===== src/rtl/uci_host_if.sv =====
// Shared move/special types and the command/character channel bundle between
// the UCI host and its user (slave = uci_host side).
package uci_pkg;
  typedef enum logic [2:0] {
    SPECIAL_NONE           = 3'd0,
    SPECIAL_CASTLE         = 3'd1,
    SPECIAL_EN_PASSANT     = 3'd2,
    SPECIAL_DOUBLE_PUSH    = 3'd3,
    SPECIAL_PROMOTE_KNIGHT = 3'd4,
    SPECIAL_PROMOTE_BISHOP = 3'd5,
    SPECIAL_PROMOTE_ROOK   = 3'd6,
    SPECIAL_PROMOTE_QUEEN  = 3'd7
  } special_t;

  typedef struct packed {
    logic [2:0] src_fil;
    logic [2:0] src_rnk;
    logic [2:0] dst_fil;
    logic [2:0] dst_rnk;
    special_t   special;
  } move_t;

  localparam logic [1:0] CMD_UCI      = 2'd0;
  localparam logic [1:0] CMD_POSITION = 2'd1;
  localparam logic [1:0] CMD_MOVE     = 2'd2;
  localparam logic [1:0] CMD_GO       = 2'd3;
endpackage

interface uci_host_if;
  import uci_pkg::*;

  logic [1:0] cmd_in;
  move_t      move_in;
  logic       cmd_valid_in;
  logic       cmd_ready_out;
  logic [7:0] char_out;
  logic       char_out_valid;
  logic       char_out_ready;
  logic [7:0] char_in;
  logic       char_in_valid;
  logic       char_in_ready;
  logic       engine_busy_out;
  logic       uciok_out;
  move_t      best_move_out;
  logic       best_move_valid_out;
  logic       info_line_out;
  logic       parse_error_out;

  modport slave (
    input  cmd_in, move_in, cmd_valid_in, char_out_ready, char_in, char_in_valid,
    output cmd_ready_out, char_out, char_out_valid, char_in_ready, engine_busy_out,
           uciok_out, best_move_out, best_move_valid_out, info_line_out, parse_error_out
  );

  modport master (
    output cmd_in, move_in, cmd_valid_in, char_out_ready, char_in, char_in_valid,
    input  cmd_ready_out, char_out, char_out_valid, char_in_ready, engine_busy_out,
           uciok_out, best_move_out, best_move_valid_out, info_line_out, parse_error_out
  );
endinterface


===== src/rtl/uci_host.sv =====
// Host side of the UCI character link: serialises commands to the engine and
// classifies the engine's reply lines into uciok / bestmove / info events.
//   state   | meaning
//   TX_IDLE | waiting for a command (blocked while the engine is searching)
//   TX_SEND | streaming the latched command string, one char per handshake
//   RX_LINE | collecting a reply line into the buffer
//   RX_DISC | line overflowed the buffer, dropping chars until newline
module uci_host
  import uci_pkg::*;
#(
  parameter int LINE_LEN = 16
) (
  input logic       clk_in,
  input logic       rst_in,
  uci_host_if.slave bus
);

  localparam int CW = $clog2(LINE_LEN + 1);
  localparam int IW = $clog2(LINE_LEN);

  localparam logic [7:0] POS_CHARS [18] = '{
    "p", "o", "s", "i", "t", "i", "o", "n", " ",
    "s", "t", "a", "r", "t", "p", "o", "s", 8'h0A
  };

  typedef enum logic {TX_IDLE, TX_SEND} tx_state_t;
  typedef enum logic {RX_LINE, RX_DISC} rx_state_t;

  function automatic logic [7:0] file_chr(logic [2:0] f);
    return 8'h61 + {5'd0, f};
  endfunction

  function automatic logic [7:0] rank_chr(logic [2:0] r);
    return 8'h31 + {5'd0, r};
  endfunction

  function automatic logic [7:0] promo_chr(special_t s);
    case (s)
      SPECIAL_PROMOTE_KNIGHT: return "n";
      SPECIAL_PROMOTE_BISHOP: return "b";
      SPECIAL_PROMOTE_ROOK:   return "r";
      SPECIAL_PROMOTE_QUEEN:  return "q";
      default:                return 8'h0A;
    endcase
  endfunction

  function automatic logic is_file(logic [7:0] c);
    return (c >= 8'h61) && (c <= 8'h68);
  endfunction

  function automatic logic is_rank(logic [7:0] c);
    return (c >= 8'h31) && (c <= 8'h38);
  endfunction

  function automatic logic [2:0] sq_idx(logic [7:0] c, logic [7:0] base);
    logic [7:0] d;
    d = c - base;
    return d[2:0];
  endfunction

  function automatic logic is_promo(logic [7:0] c);
    return (c == "n") || (c == "b") || (c == "r") || (c == "q");
  endfunction

  function automatic special_t promo_of(logic [7:0] c);
    case (c)
      "n":     return SPECIAL_PROMOTE_KNIGHT;
      "b":     return SPECIAL_PROMOTE_BISHOP;
      "r":     return SPECIAL_PROMOTE_ROOK;
      "q":     return SPECIAL_PROMOTE_QUEEN;
      default: return SPECIAL_NONE;
    endcase
  endfunction

  // ---------------- TX ----------------
  tx_state_t  tx_state;
  logic [1:0] cmd_q;
  move_t      move_q;
  logic [4:0] tx_idx;
  logic       tx_valid;
  logic       live;
  logic       busy;
  logic       cmd_ready;
  logic       tx_hs;
  logic       tx_last;
  logic       go_done;
  logic [4:0] tx_last_idx;
  logic [7:0] tx_char;

  // live keeps cmd_ready low while reset is asserted
  assign cmd_ready = live && (tx_state == TX_IDLE) && !busy;
  assign tx_hs     = tx_valid && bus.char_out_ready;
  assign tx_last   = (tx_idx == tx_last_idx);
  assign go_done   = tx_hs && tx_last && (cmd_q == CMD_GO);

  always_comb begin
    tx_last_idx = 5'd2;
    case (cmd_q)
      CMD_UCI:      tx_last_idx = 5'd3;
      CMD_POSITION: tx_last_idx = 5'd17;
      CMD_MOVE:     tx_last_idx = move_q.special[2] ? 5'd10 : 5'd9;
      default:      tx_last_idx = 5'd2;
    endcase
  end

  always_comb begin
    tx_char = 8'h0A;
    case (cmd_q)
      CMD_UCI: begin
        case (tx_idx)
          5'd0:    tx_char = "u";
          5'd1:    tx_char = "c";
          5'd2:    tx_char = "i";
          default: tx_char = 8'h0A;
        endcase
      end
      CMD_POSITION: begin
        if (tx_idx < 5'd18) tx_char = POS_CHARS[tx_idx];
      end
      CMD_MOVE: begin
        case (tx_idx)
          5'd0:    tx_char = "m";
          5'd1:    tx_char = "o";
          5'd2:    tx_char = "v";
          5'd3:    tx_char = "e";
          5'd4:    tx_char = " ";
          5'd5:    tx_char = file_chr(move_q.src_fil);
          5'd6:    tx_char = rank_chr(move_q.src_rnk);
          5'd7:    tx_char = file_chr(move_q.dst_fil);
          5'd8:    tx_char = rank_chr(move_q.dst_rnk);
          5'd9:    tx_char = promo_chr(move_q.special);
          default: tx_char = 8'h0A;
        endcase
      end
      default: begin
        case (tx_idx)
          5'd0:    tx_char = "g";
          5'd1:    tx_char = "o";
          default: tx_char = 8'h0A;
        endcase
      end
    endcase
  end

  always_ff @(posedge clk_in or negedge rst_in) begin
    if (!rst_in) begin
      tx_state <= TX_IDLE;
      tx_valid <= 1'b0;
      tx_idx   <= 5'd0;
      cmd_q    <= CMD_UCI;
      move_q   <= '0;
      live     <= 1'b0;
    end else begin
      live <= 1'b1;
      case (tx_state)
        TX_IDLE: begin
          if (bus.cmd_valid_in && cmd_ready) begin
            cmd_q    <= bus.cmd_in;
            move_q   <= bus.move_in;
            tx_idx   <= 5'd0;
            tx_valid <= 1'b1;
            tx_state <= TX_SEND;
          end
        end
        TX_SEND: begin
          if (tx_hs) begin
            if (tx_last) begin
              tx_valid <= 1'b0;
              tx_state <= TX_IDLE;
            end else begin
              tx_idx <= tx_idx + 5'd1;
            end
          end
        end
        default: tx_state <= TX_IDLE;
      endcase
    end
  end

  // ---------------- RX ----------------
  rx_state_t     rx_state;
  logic [CW-1:0] rx_cnt;
  logic [7:0]    rx_buf [LINE_LEN];
  logic          rx_take, rx_nl, line_end, buf_we;
  logic          is_uciok, is_info, is_bm, sq_ok, bm_ok;
  move_t         bm_move;
  logic          uciok_q, bm_valid_q, info_q, perr_q;
  move_t         best_q;

  assign rx_take  = bus.char_in_valid && (bus.char_in != 8'h0D) && (bus.char_in != 8'h00);
  assign rx_nl    = rx_take && (bus.char_in == 8'h0A);
  assign line_end = rx_nl && (rx_state == RX_LINE);
  assign buf_we   = rx_take && !rx_nl && (rx_state == RX_LINE) && (rx_cnt != CW'(LINE_LEN));

  assign is_uciok = (rx_cnt == CW'(5)) &&
                    ({rx_buf[0], rx_buf[1], rx_buf[2], rx_buf[3], rx_buf[4]} == "uciok");
  assign is_info  = (rx_cnt >= CW'(5)) &&
                    ({rx_buf[0], rx_buf[1], rx_buf[2], rx_buf[3], rx_buf[4]} == "info ");
  assign is_bm    = (rx_cnt >= CW'(9)) &&
                    ({rx_buf[0], rx_buf[1], rx_buf[2], rx_buf[3], rx_buf[4],
                      rx_buf[5], rx_buf[6], rx_buf[7], rx_buf[8]} == "bestmove ");
  assign sq_ok    = is_file(rx_buf[9])  && is_rank(rx_buf[10]) &&
                    is_file(rx_buf[11]) && is_rank(rx_buf[12]);
  assign bm_ok    = is_bm && sq_ok &&
                    ((rx_cnt == CW'(13)) || ((rx_cnt == CW'(14)) && is_promo(rx_buf[13])));

  always_comb begin
    bm_move         = '0;
    bm_move.src_fil = sq_idx(rx_buf[9],  8'h61);
    bm_move.src_rnk = sq_idx(rx_buf[10], 8'h31);
    bm_move.dst_fil = sq_idx(rx_buf[11], 8'h61);
    bm_move.dst_rnk = sq_idx(rx_buf[12], 8'h31);
    bm_move.special = (rx_cnt == CW'(14)) ? promo_of(rx_buf[13]) : SPECIAL_NONE;
  end

  always_ff @(posedge clk_in) begin
    if (buf_we) rx_buf[rx_cnt[IW-1:0]] <= bus.char_in;
  end

  always_ff @(posedge clk_in or negedge rst_in) begin
    if (!rst_in) begin
      rx_state   <= RX_LINE;
      rx_cnt     <= '0;
      uciok_q    <= 1'b0;
      bm_valid_q <= 1'b0;
      info_q     <= 1'b0;
      perr_q     <= 1'b0;
      best_q     <= '0;
    end else begin
      uciok_q    <= 1'b0;
      bm_valid_q <= 1'b0;
      info_q     <= 1'b0;
      perr_q     <= 1'b0;
      if (rx_take) begin
        case (rx_state)
          RX_LINE: begin
            if (rx_nl) begin
              rx_cnt  <= '0;
              uciok_q <= is_uciok;
              info_q  <= is_info;
              perr_q  <= is_bm && !bm_ok;
              if (bm_ok) begin
                best_q     <= bm_move;
                bm_valid_q <= 1'b1;
              end
            end else if (rx_cnt == CW'(LINE_LEN)) begin
              rx_cnt   <= '0;
              rx_state <= RX_DISC;
            end else begin
              rx_cnt <= rx_cnt + CW'(1);
            end
          end
          default: begin
            if (rx_nl) begin
              rx_cnt   <= '0;
              rx_state <= RX_LINE;
            end
          end
        endcase
      end
    end
  end

  // a GO finishing in the same cycle as a bestmove keeps the engine busy
  always_ff @(posedge clk_in or negedge rst_in) begin
    if (!rst_in) begin
      busy <= 1'b0;
    end else if (go_done) begin
      busy <= 1'b1;
    end else if (line_end && is_bm) begin
      busy <= 1'b0;
    end
  end

  assign bus.cmd_ready_out       = cmd_ready;
  assign bus.char_out            = tx_valid ? tx_char : 8'h00;
  assign bus.char_out_valid      = tx_valid;
  assign bus.char_in_ready       = 1'b1;
  assign bus.engine_busy_out     = busy;
  assign bus.uciok_out           = uciok_q;
  assign bus.best_move_out       = best_q;
  assign bus.best_move_valid_out = bm_valid_q;
  assign bus.info_line_out       = info_q;
  assign bus.parse_error_out     = perr_q;

endmodule


===== src/flat_wrapper.sv =====
// flat-port wrapper written by rule: the top's interface ports become plain ports
module uci_host_flat import uci_pkg::*;
#(
  parameter int LINE_LEN = 16
)
  (clk_in, rst_in, bus_cmd_in, bus_move_in, bus_cmd_valid_in, bus_char_out_ready, bus_char_in, bus_char_in_valid, bus_cmd_ready_out, bus_char_out, bus_char_out_valid, bus_char_in_ready, bus_engine_busy_out, bus_uciok_out, bus_best_move_out, bus_best_move_valid_out, bus_info_line_out, bus_parse_error_out);
  uci_host_if bus_i ();
  input logic clk_in;
  input logic rst_in;
  input wire logic [$bits(bus_i.cmd_in)-1:0] bus_cmd_in;
  input wire logic [$bits(bus_i.move_in)-1:0] bus_move_in;
  input wire logic [$bits(bus_i.cmd_valid_in)-1:0] bus_cmd_valid_in;
  input wire logic [$bits(bus_i.char_out_ready)-1:0] bus_char_out_ready;
  input wire logic [$bits(bus_i.char_in)-1:0] bus_char_in;
  input wire logic [$bits(bus_i.char_in_valid)-1:0] bus_char_in_valid;
  output wire logic [$bits(bus_i.cmd_ready_out)-1:0] bus_cmd_ready_out;
  output wire logic [$bits(bus_i.char_out)-1:0] bus_char_out;
  output wire logic [$bits(bus_i.char_out_valid)-1:0] bus_char_out_valid;
  output wire logic [$bits(bus_i.char_in_ready)-1:0] bus_char_in_ready;
  output wire logic [$bits(bus_i.engine_busy_out)-1:0] bus_engine_busy_out;
  output wire logic [$bits(bus_i.uciok_out)-1:0] bus_uciok_out;
  output wire logic [$bits(bus_i.best_move_out)-1:0] bus_best_move_out;
  output wire logic [$bits(bus_i.best_move_valid_out)-1:0] bus_best_move_valid_out;
  output wire logic [$bits(bus_i.info_line_out)-1:0] bus_info_line_out;
  output wire logic [$bits(bus_i.parse_error_out)-1:0] bus_parse_error_out;
  assign bus_i.cmd_in = bus_cmd_in;
  assign bus_i.move_in = bus_move_in;
  assign bus_i.cmd_valid_in = bus_cmd_valid_in;
  assign bus_i.char_out_ready = bus_char_out_ready;
  assign bus_i.char_in = bus_char_in;
  assign bus_i.char_in_valid = bus_char_in_valid;
  assign bus_cmd_ready_out = bus_i.cmd_ready_out;
  assign bus_char_out = bus_i.char_out;
  assign bus_char_out_valid = bus_i.char_out_valid;
  assign bus_char_in_ready = bus_i.char_in_ready;
  assign bus_engine_busy_out = bus_i.engine_busy_out;
  assign bus_uciok_out = bus_i.uciok_out;
  assign bus_best_move_out = bus_i.best_move_out;
  assign bus_best_move_valid_out = bus_i.best_move_valid_out;
  assign bus_info_line_out = bus_i.info_line_out;
  assign bus_parse_error_out = bus_i.parse_error_out;
  uci_host #(.LINE_LEN(LINE_LEN)) u_core (.clk_in(clk_in), .rst_in(rst_in), .bus(bus_i));
endmodule

===== config.mk =====
export PLATFORM = sky130hd
export DESIGN_NAME = uci_host_flat
export DESIGN_NICKNAME = d
export VERILOG_FILES = /design/src/rtl/uci_host_if.sv /design/src/rtl/uci_host.sv /design/src/flat_wrapper.sv
export SDC_FILE = /design/constraint.sdc
export NUM_CORES = 1
export LEC_CHECK = 0
export ABC_AREA = 1
export CAP_MARGIN = 20
export CORE_UTILIZATION = 45
export DETAILED_ROUTE_END_ITERATION = 7
export PLACE_DENSITY = 0.68
export SETUP_SLACK_MARGIN = 0.1
export SYNTH_ARGS = -nofsm -noshare
export SYNTH_HDL_FRONTEND = slang
export SYNTH_SLANG_ARGS = --single-unit
export TNS_END_PERCENT = 1

===== constraint.sdc =====
create_clock -name clk_in -period 2.6 [get_ports clk_in]
set_input_delay 0.52 -clock clk_in [delete_from_list [all_inputs] [get_ports clk_in]]
set_output_delay 0.52 -clock clk_in [all_outputs]
set_load 0.05 [all_outputs]

==> flow_results.xml, run 1 <==
<?xml version="1.0" encoding="UTF-8"?>
<metrics>
  <group name="setup_path">
    <metric name="crit-reg2reg-capture" unit="">u_core.rx_buf[6][1]</metric>
    <metric name="worst-endpoint-arrival" unit="ns">2.47</metric>
    <metric name="timing.critical_path.to_type" unit="">output port</metric>
    <metric name="worstSetupPathType" unit="">reg -&gt; out</metric>
    <metric name="cell_count_of_the_worst_reg_to_reg_path" unit="">9</metric>
    <metric name="rr_startpoint" unit="">u_core.rx_cnt[0]</metric>
    <metric name="timing.critical_path.from_type" unit="">flip-flop</metric>
    <metric name="worst-path-max-fanout" unit="">5</metric>
    <metric name="cp.required" unit="ns">2.08</metric>
    <metric name="reg2reg_slack" unit="ns">0.45</metric>
  </group>
  <group name="grt">
    <metric name="met1_usage" unit="%">24.19</metric>
    <metric name="grt_busiest_layer" unit="">met2</metric>
    <metric name="grt_pass1_vias" unit="">5682</metric>
    <metric name="grt_pass1_wl" unit="um">27900</metric>
    <metric name="grt_util_all_layers" unit="%">20.98</metric>
    <metric name="grt_util_met2" unit="%">37.38</metric>
    <metric name="groute.layer.met3.usage" unit="%">4.630</metric>
    <metric name="grt_remaining_overflow" unit="">0</metric>
    <metric name="grt_start_max_net_pins" unit="">32</metric>
    <metric name="grt_antenna_before_repair" unit="">0</metric>
  </group>
  <group name="synth">
    <metric name="synth.avg_cell_area" unit="sq um">10.35</metric>
    <metric name="netlist.top_cell.by_area" unit="">sky130_fd_sc_hd__edfxtp_1</metric>
    <metric name="postSynth.asyncResetShare" unit="%">31.29</metric>
    <metric name="post_synth_edffs" unit="">112</metric>
    <metric name="yosysTopAreaCellShare" unit="%">44.70</metric>
    <metric name="unique_masters_post_synth" unit="">46</metric>
    <metric name="ys_warn_count" unit="">0</metric>
    <metric name="synth_flop_cell" unit="">sky130_fd_sc_hd__edfxtp_1</metric>
    <metric name="postSynthRegisterBits" unit="">163</metric>
    <metric name="synth.cell_area" unit="sq um">7525</metric>
    <metric name="synth_cells" unit="">727</metric>
    <metric name="seq_area_frac_synth" unit="%">61.66</metric>
    <metric name="ys_top_cells_by_area" unit="">sky130_fd_sc_hd__edfxtp_1 45%, sky130_fd_sc_hd__dfrtp_1 17%, sky130_fd_sc_hd__nand2_1 6.2%, sky130_fd_sc_hd__inv_1 4.8%, sky130_fd_sc_hd__nor2_1 4.6%</metric>
  </group>
  <group name="clock_network">
    <metric name="clock_latency" unit="ns">0.43</metric>
    <metric name="cts-buffers-inserted" unit="">17</metric>
    <metric name="root_buffer" unit="">sky130_fd_sc_hd__clkbuf_16</metric>
    <metric name="postCtsHoldBufs" unit="">0</metric>
    <metric name="max-clock-path-buffers" unit="">2</metric>
    <metric name="total_clock_sinks" unit="">163</metric>
    <metric name="cts_h_tree_depth" unit="">4</metric>
    <metric name="clock_tree_from_tritoncts" unit="">built</metric>
    <metric name="cts_clk_pin_slew_worst_paths" unit="ns">0.06</metric>
  </group>
  <group name="finish">
    <metric name="layoutNonFillerInstCount" unit="">1082</metric>
    <metric name="fin_area" unit="sq um">9667</metric>
    <metric name="area_growth" unit="%">28.47</metric>
    <metric name="layout.nets" unit="">904</metric>
    <metric name="insertedDiodeCount" unit="">0</metric>
    <metric name="drive_gt1_share" unit="%">22.06</metric>
  </group>
  <group name="route">
    <metric name="wl_per_cell" unit="um">15.82</metric>
    <metric name="drt_iter0_drc" unit="">396</metric>
    <metric name="drtPass1Iterations" unit="">6</metric>
    <metric name="detail-route-antenna-nets" unit="">0</metric>
    <metric name="routed_via_density" unit="">5.102</metric>
    <metric name="drt-total-wl" unit="um">17110</metric>
    <metric name="vias" unit="">5520</metric>
    <metric name="route.detailed.drc" unit="">0</metric>
  </group>
  <group name="placed_design">
    <metric name="placement.io_buffers" unit="">58</metric>
    <metric name="placedInstanceArea" unit="sq um">8881</metric>
    <metric name="hpwlAfterDp" unit="um">12430</metric>
    <metric name="globalplace.congestion" unit="">0.9122</metric>
    <metric name="dp_cells" unit="">1049</metric>
  </group>
  <group name="timing">
    <metric name="finalSetupViolCount" unit="">7</metric>
    <metric name="post-route-min-period" unit="ns">2.992</metric>
    <metric name="final_hold_slack" unit="ns">0.1688</metric>
    <metric name="worstMarginPinSlew" unit="ns">0.7887</metric>
    <metric name="timing.final.ws_setup" unit="ns">-0.3923</metric>
    <metric name="finalSetupTns" unit="ns">-2.334</metric>
    <metric name="achievable-frequency" unit="MHz">334.2</metric>
    <metric name="skew" unit="ns">0.006621</metric>
    <metric name="final-hold-violation-count" unit="">0</metric>
    <metric name="post-route-period-util" unit="%">115.1</metric>
    <metric name="timing.slew.headroom" unit="%">47.42</metric>
    <metric name="grt_setup_unrepaired" unit="">yes</metric>
    <metric name="report.final.slew_viol_count" unit="">0</metric>
  </group>
  <group name="pwr">
    <metric name="internal_power" unit="mW">4.418</metric>
    <metric name="p_seq_share" unit="%">49.9</metric>
    <metric name="p_sw_share" unit="%">24.27</metric>
    <metric name="leakagePower" unit="nW">4.048</metric>
    <metric name="clkPwrFrac" unit="%">42.8</metric>
    <metric name="irDropWorstVdd" unit="mV">0.4679</metric>
    <metric name="comb_power_share" unit="%">7.2</metric>
    <metric name="power-per-cell-area" unit="nW/um^2">603.5</metric>
    <metric name="total_switching_power" unit="mW">1.416</metric>
  </group>
  <group name="floorplan">
    <metric name="ioPinCount" unit="">61</metric>
    <metric name="floorplan.initialDensity" unit="%">46.69</metric>
    <metric name="core_area" unit="sq um">16120</metric>
    <metric name="dieArea" unit="sq um">17240</metric>
    <metric name="vertical_die_dimension" unit="um">131.3</metric>
    <metric name="die_w" unit="um">131.3</metric>
    <metric name="placementRows" unit="">46</metric>
  </group>
  <group name="outcome">
    <metric name="run_status" unit="">finished, violations left</metric>
    <metric name="violations_in_the_final_reports" unit="">negative setup slack</metric>
  </group>
  <group name="min_path">
    <metric name="timing.hold.worst.class" unit="">in -&gt; async</metric>
  </group>
  <group name="flow_run">
    <metric name="max_cap_viol_count" unit="">0</metric>
  </group>
</metrics>
## layout make-up
cell class	count	area, sq um
Tap cell	216	270.3
Fill cell	1334	6449
Clock inverter	15	173.9
Multi-Input combinational cell	452	2656
Clock buffer	17	425.4
Sequential cell	163	4642
Timing Repair Buffer	119	1115
Inverter	100	384.1
## critical path, stage by stage (launching register included)
cell,delay [ns]
sky130_fd_sc_hd__dfrtp_2,0.48
sky130_fd_sc_hd__inv_4,0.10
sky130_fd_sc_hd__ha_4,0.13
sky130_fd_sc_hd__inv_2,0.04
sky130_fd_sc_hd__nor2_4,0.14
sky130_fd_sc_hd__nand2_4,0.08
sky130_fd_sc_hd__buf_4,0.15
sky130_fd_sc_hd__nand2_2,0.06
sky130_fd_sc_hd__inv_2,0.04
sky130_fd_sc_hd__nand2_2,0.07
sky130_fd_sc_hd__inv_2,0.07
sky130_fd_sc_hd__a21oi_1,0.13
sky130_fd_sc_hd__nand3_1,0.09
sky130_fd_sc_hd__nand2_1,0.08
sky130_fd_sc_hd__nand2_1,0.06
sky130_fd_sc_hd__a21oi_2,0.18
sky130_fd_sc_hd__buf_12,0.15
## power groups by stage
stage / Clock (mW) / Combinational (mW) / Sequential [mW]
final: 2.50 / 0.422 / 2.91
after global routing: 2.65 / 0.475 / 2.92
after CTS: 2.55 / 0.419 / 2.91
after detailed placement: 0 / 0.417 / 2.96
after global placement: 0 / 0.403 / 2.96
after floorplan: 0 / 0.253 / 2.93
## sequential cells by signal (all words and copies together), names as in the netlist
signal and cells:
u_core.bus.best_move_out 15, u_core.bus.best_move_valid_out 1, u_core.bus.char_out_valid 1, u_core.bus.engine_busy_out 1
u_core.bus.info_line_out 1, u_core.bus.parse_error_out 1, u_core.bus.uciok_out 1, u_core.cmd_q 2
u_core.live 1, u_core.move_q 15, u_core.rx_buf 112, u_core.rx_cnt 5
u_core.rx_state 1, u_core.tx_idx 5, u_core.tx_state 1
## cells by family (layout without fill, tap and decap cells)
logic type	count (synthesis)	after routing	synth area share, %
XOR/XNOR	8	8	0.9311
flip-flops	163	163	61.66
AO/OA/AOI/OAI	79	79	6.186
adder cells (fa/ha/maj)	21	21	3.492
buffers and inverters	113	251	6.335
multiplexers	11	11	1.646
other	2	3	0.09980
AND/OR/NAND/NOR	330	330	19.65
## placed cells by master, fill, tap and decap left out, drive strengths merged, types with 17 or more instances in the layout
cell type      netlist  final
a21oi               23     23
buf                 11     69
clkbuf               2     17
clkdlybuf4s50        0     49
dfrtp               51     51
edfxtp             112    112
ha                  21     21
inv                 99    104
nand2              128    128
nand3               51     51
nand4               19     19
nor2                98     98
nor3                19     19
o21ai               41     41
## repair_timing
item | in CTS | in global routing
endpoints found under the setup margin | 8 | 7
resized for setup | 20 | 30
pin swaps | 8 | 10
setup buffers | 0 | 1
gates cloned | 0 | 0
## worst max path at each step
stage | slack, ns | from | to
2_1_floorplan | 0.06 | u_core.tx_idx[0] | bus_char_out[1]
3_3_place_gp | 0.02 | u_core.tx_idx[0] | bus_char_out[1]
3_5_place_dp | -0.06 | u_core.tx_idx[0] | bus_char_out[1]
4_1_cts | -0.41 | u_core.tx_idx[1] | bus_char_out[2]
5_1_grt | -0.52 | u_core.tx_idx[1] | bus_char_out[1]
6_report | -0.39 | u_core.tx_idx[1] | bus_char_out[3]
## metal layers
metal	routed length (um)	part of all wire (%)
met2	8897	52
met4	415	2.4
met5	0	0
met3	739	4.3
met1	7062	41
## Yosys cell counts (2+ instances only)
cell type	count
sky130_fd_sc_hd__nand2_1	124
sky130_fd_sc_hd__edfxtp_1	112
sky130_fd_sc_hd__inv_1	97
sky130_fd_sc_hd__nor2_1	93
sky130_fd_sc_hd__dfrtp_1	51
sky130_fd_sc_hd__nand3_1	50
sky130_fd_sc_hd__o21ai_0	26
sky130_fd_sc_hd__a21oi_1	22
sky130_fd_sc_hd__ha_1	21
sky130_fd_sc_hd__nand4_1	18
sky130_fd_sc_hd__nor3_1	17
sky130_fd_sc_hd__mux2_2	11
sky130_fd_sc_hd__o21ai_2	8
sky130_fd_sc_hd__o21ai_1	7
sky130_fd_sc_hd__buf_4	5
sky130_fd_sc_hd__nor4_1	5
sky130_fd_sc_hd__a31oi_1	4
sky130_fd_sc_hd__buf_6	4
sky130_fd_sc_hd__nand2_2	4
sky130_fd_sc_hd__nor2_2	4
sky130_fd_sc_hd__xnor2_1	4
sky130_fd_sc_hd__xor2_1	4
sky130_fd_sc_hd__o211ai_1	3
sky130_fd_sc_hd__o31ai_1	3
sky130_fd_sc_hd__or2_2	3
sky130_fd_sc_hd__buf_2	2
sky130_fd_sc_hd__clkbuf_1	2
sky130_fd_sc_hd__conb_1	2
sky130_fd_sc_hd__inv_2	2
sky130_fd_sc_hd__nand3b_1	2
sky130_fd_sc_hd__nor3b_1	2
## stage by stage
stage          power, mW  util [%]  setup WS, ns
2_1_floorplan      3.187         -       0.06407
3_3_place_gp       3.359     55.11       0.01769
3_5_place_dp       3.379     55.11      -0.06274
4_1_cts            5.885     59.20       -0.4118
5_1_grt            6.041     59.98       -0.5163
6_report           5.834     59.98       -0.3923
No activity file was read; power rests on OpenSTA's default activity.
==> inputs of run 2 (changes only) <==
--- a/config.mk
+++ b/config.mk
@@ -8,6 +8,7 @@
 export ABC_AREA = 1
 export CAP_MARGIN = 20
 export CORE_UTILIZATION = 45
+export CTS_BUF_LIST = sky130_fd_sc_hd__clkbuf_16
 export DETAILED_ROUTE_END_ITERATION = 7
 export PLACE_DENSITY = 0.68
 export SETUP_SLACK_MARGIN = 0.1
==> results of run 2 <==
Same layout as run 1: the final DEF is identical, and so are final timing and power.
==> inputs of run 3 (changes only) <==
--- a/config.mk
+++ b/config.mk
@@ -6,7 +6,6 @@
 export NUM_CORES = 1
 export LEC_CHECK = 0
 export ABC_AREA = 1
-export CAP_MARGIN = 20
 export CORE_UTILIZATION = 45
 export CTS_BUF_LIST = sky130_fd_sc_hd__clkbuf_16
 export DETAILED_ROUTE_END_ITERATION = 7
==> results of run 3 <==
Same layout as run 1: the final DEF is identical, and so are final timing and power.
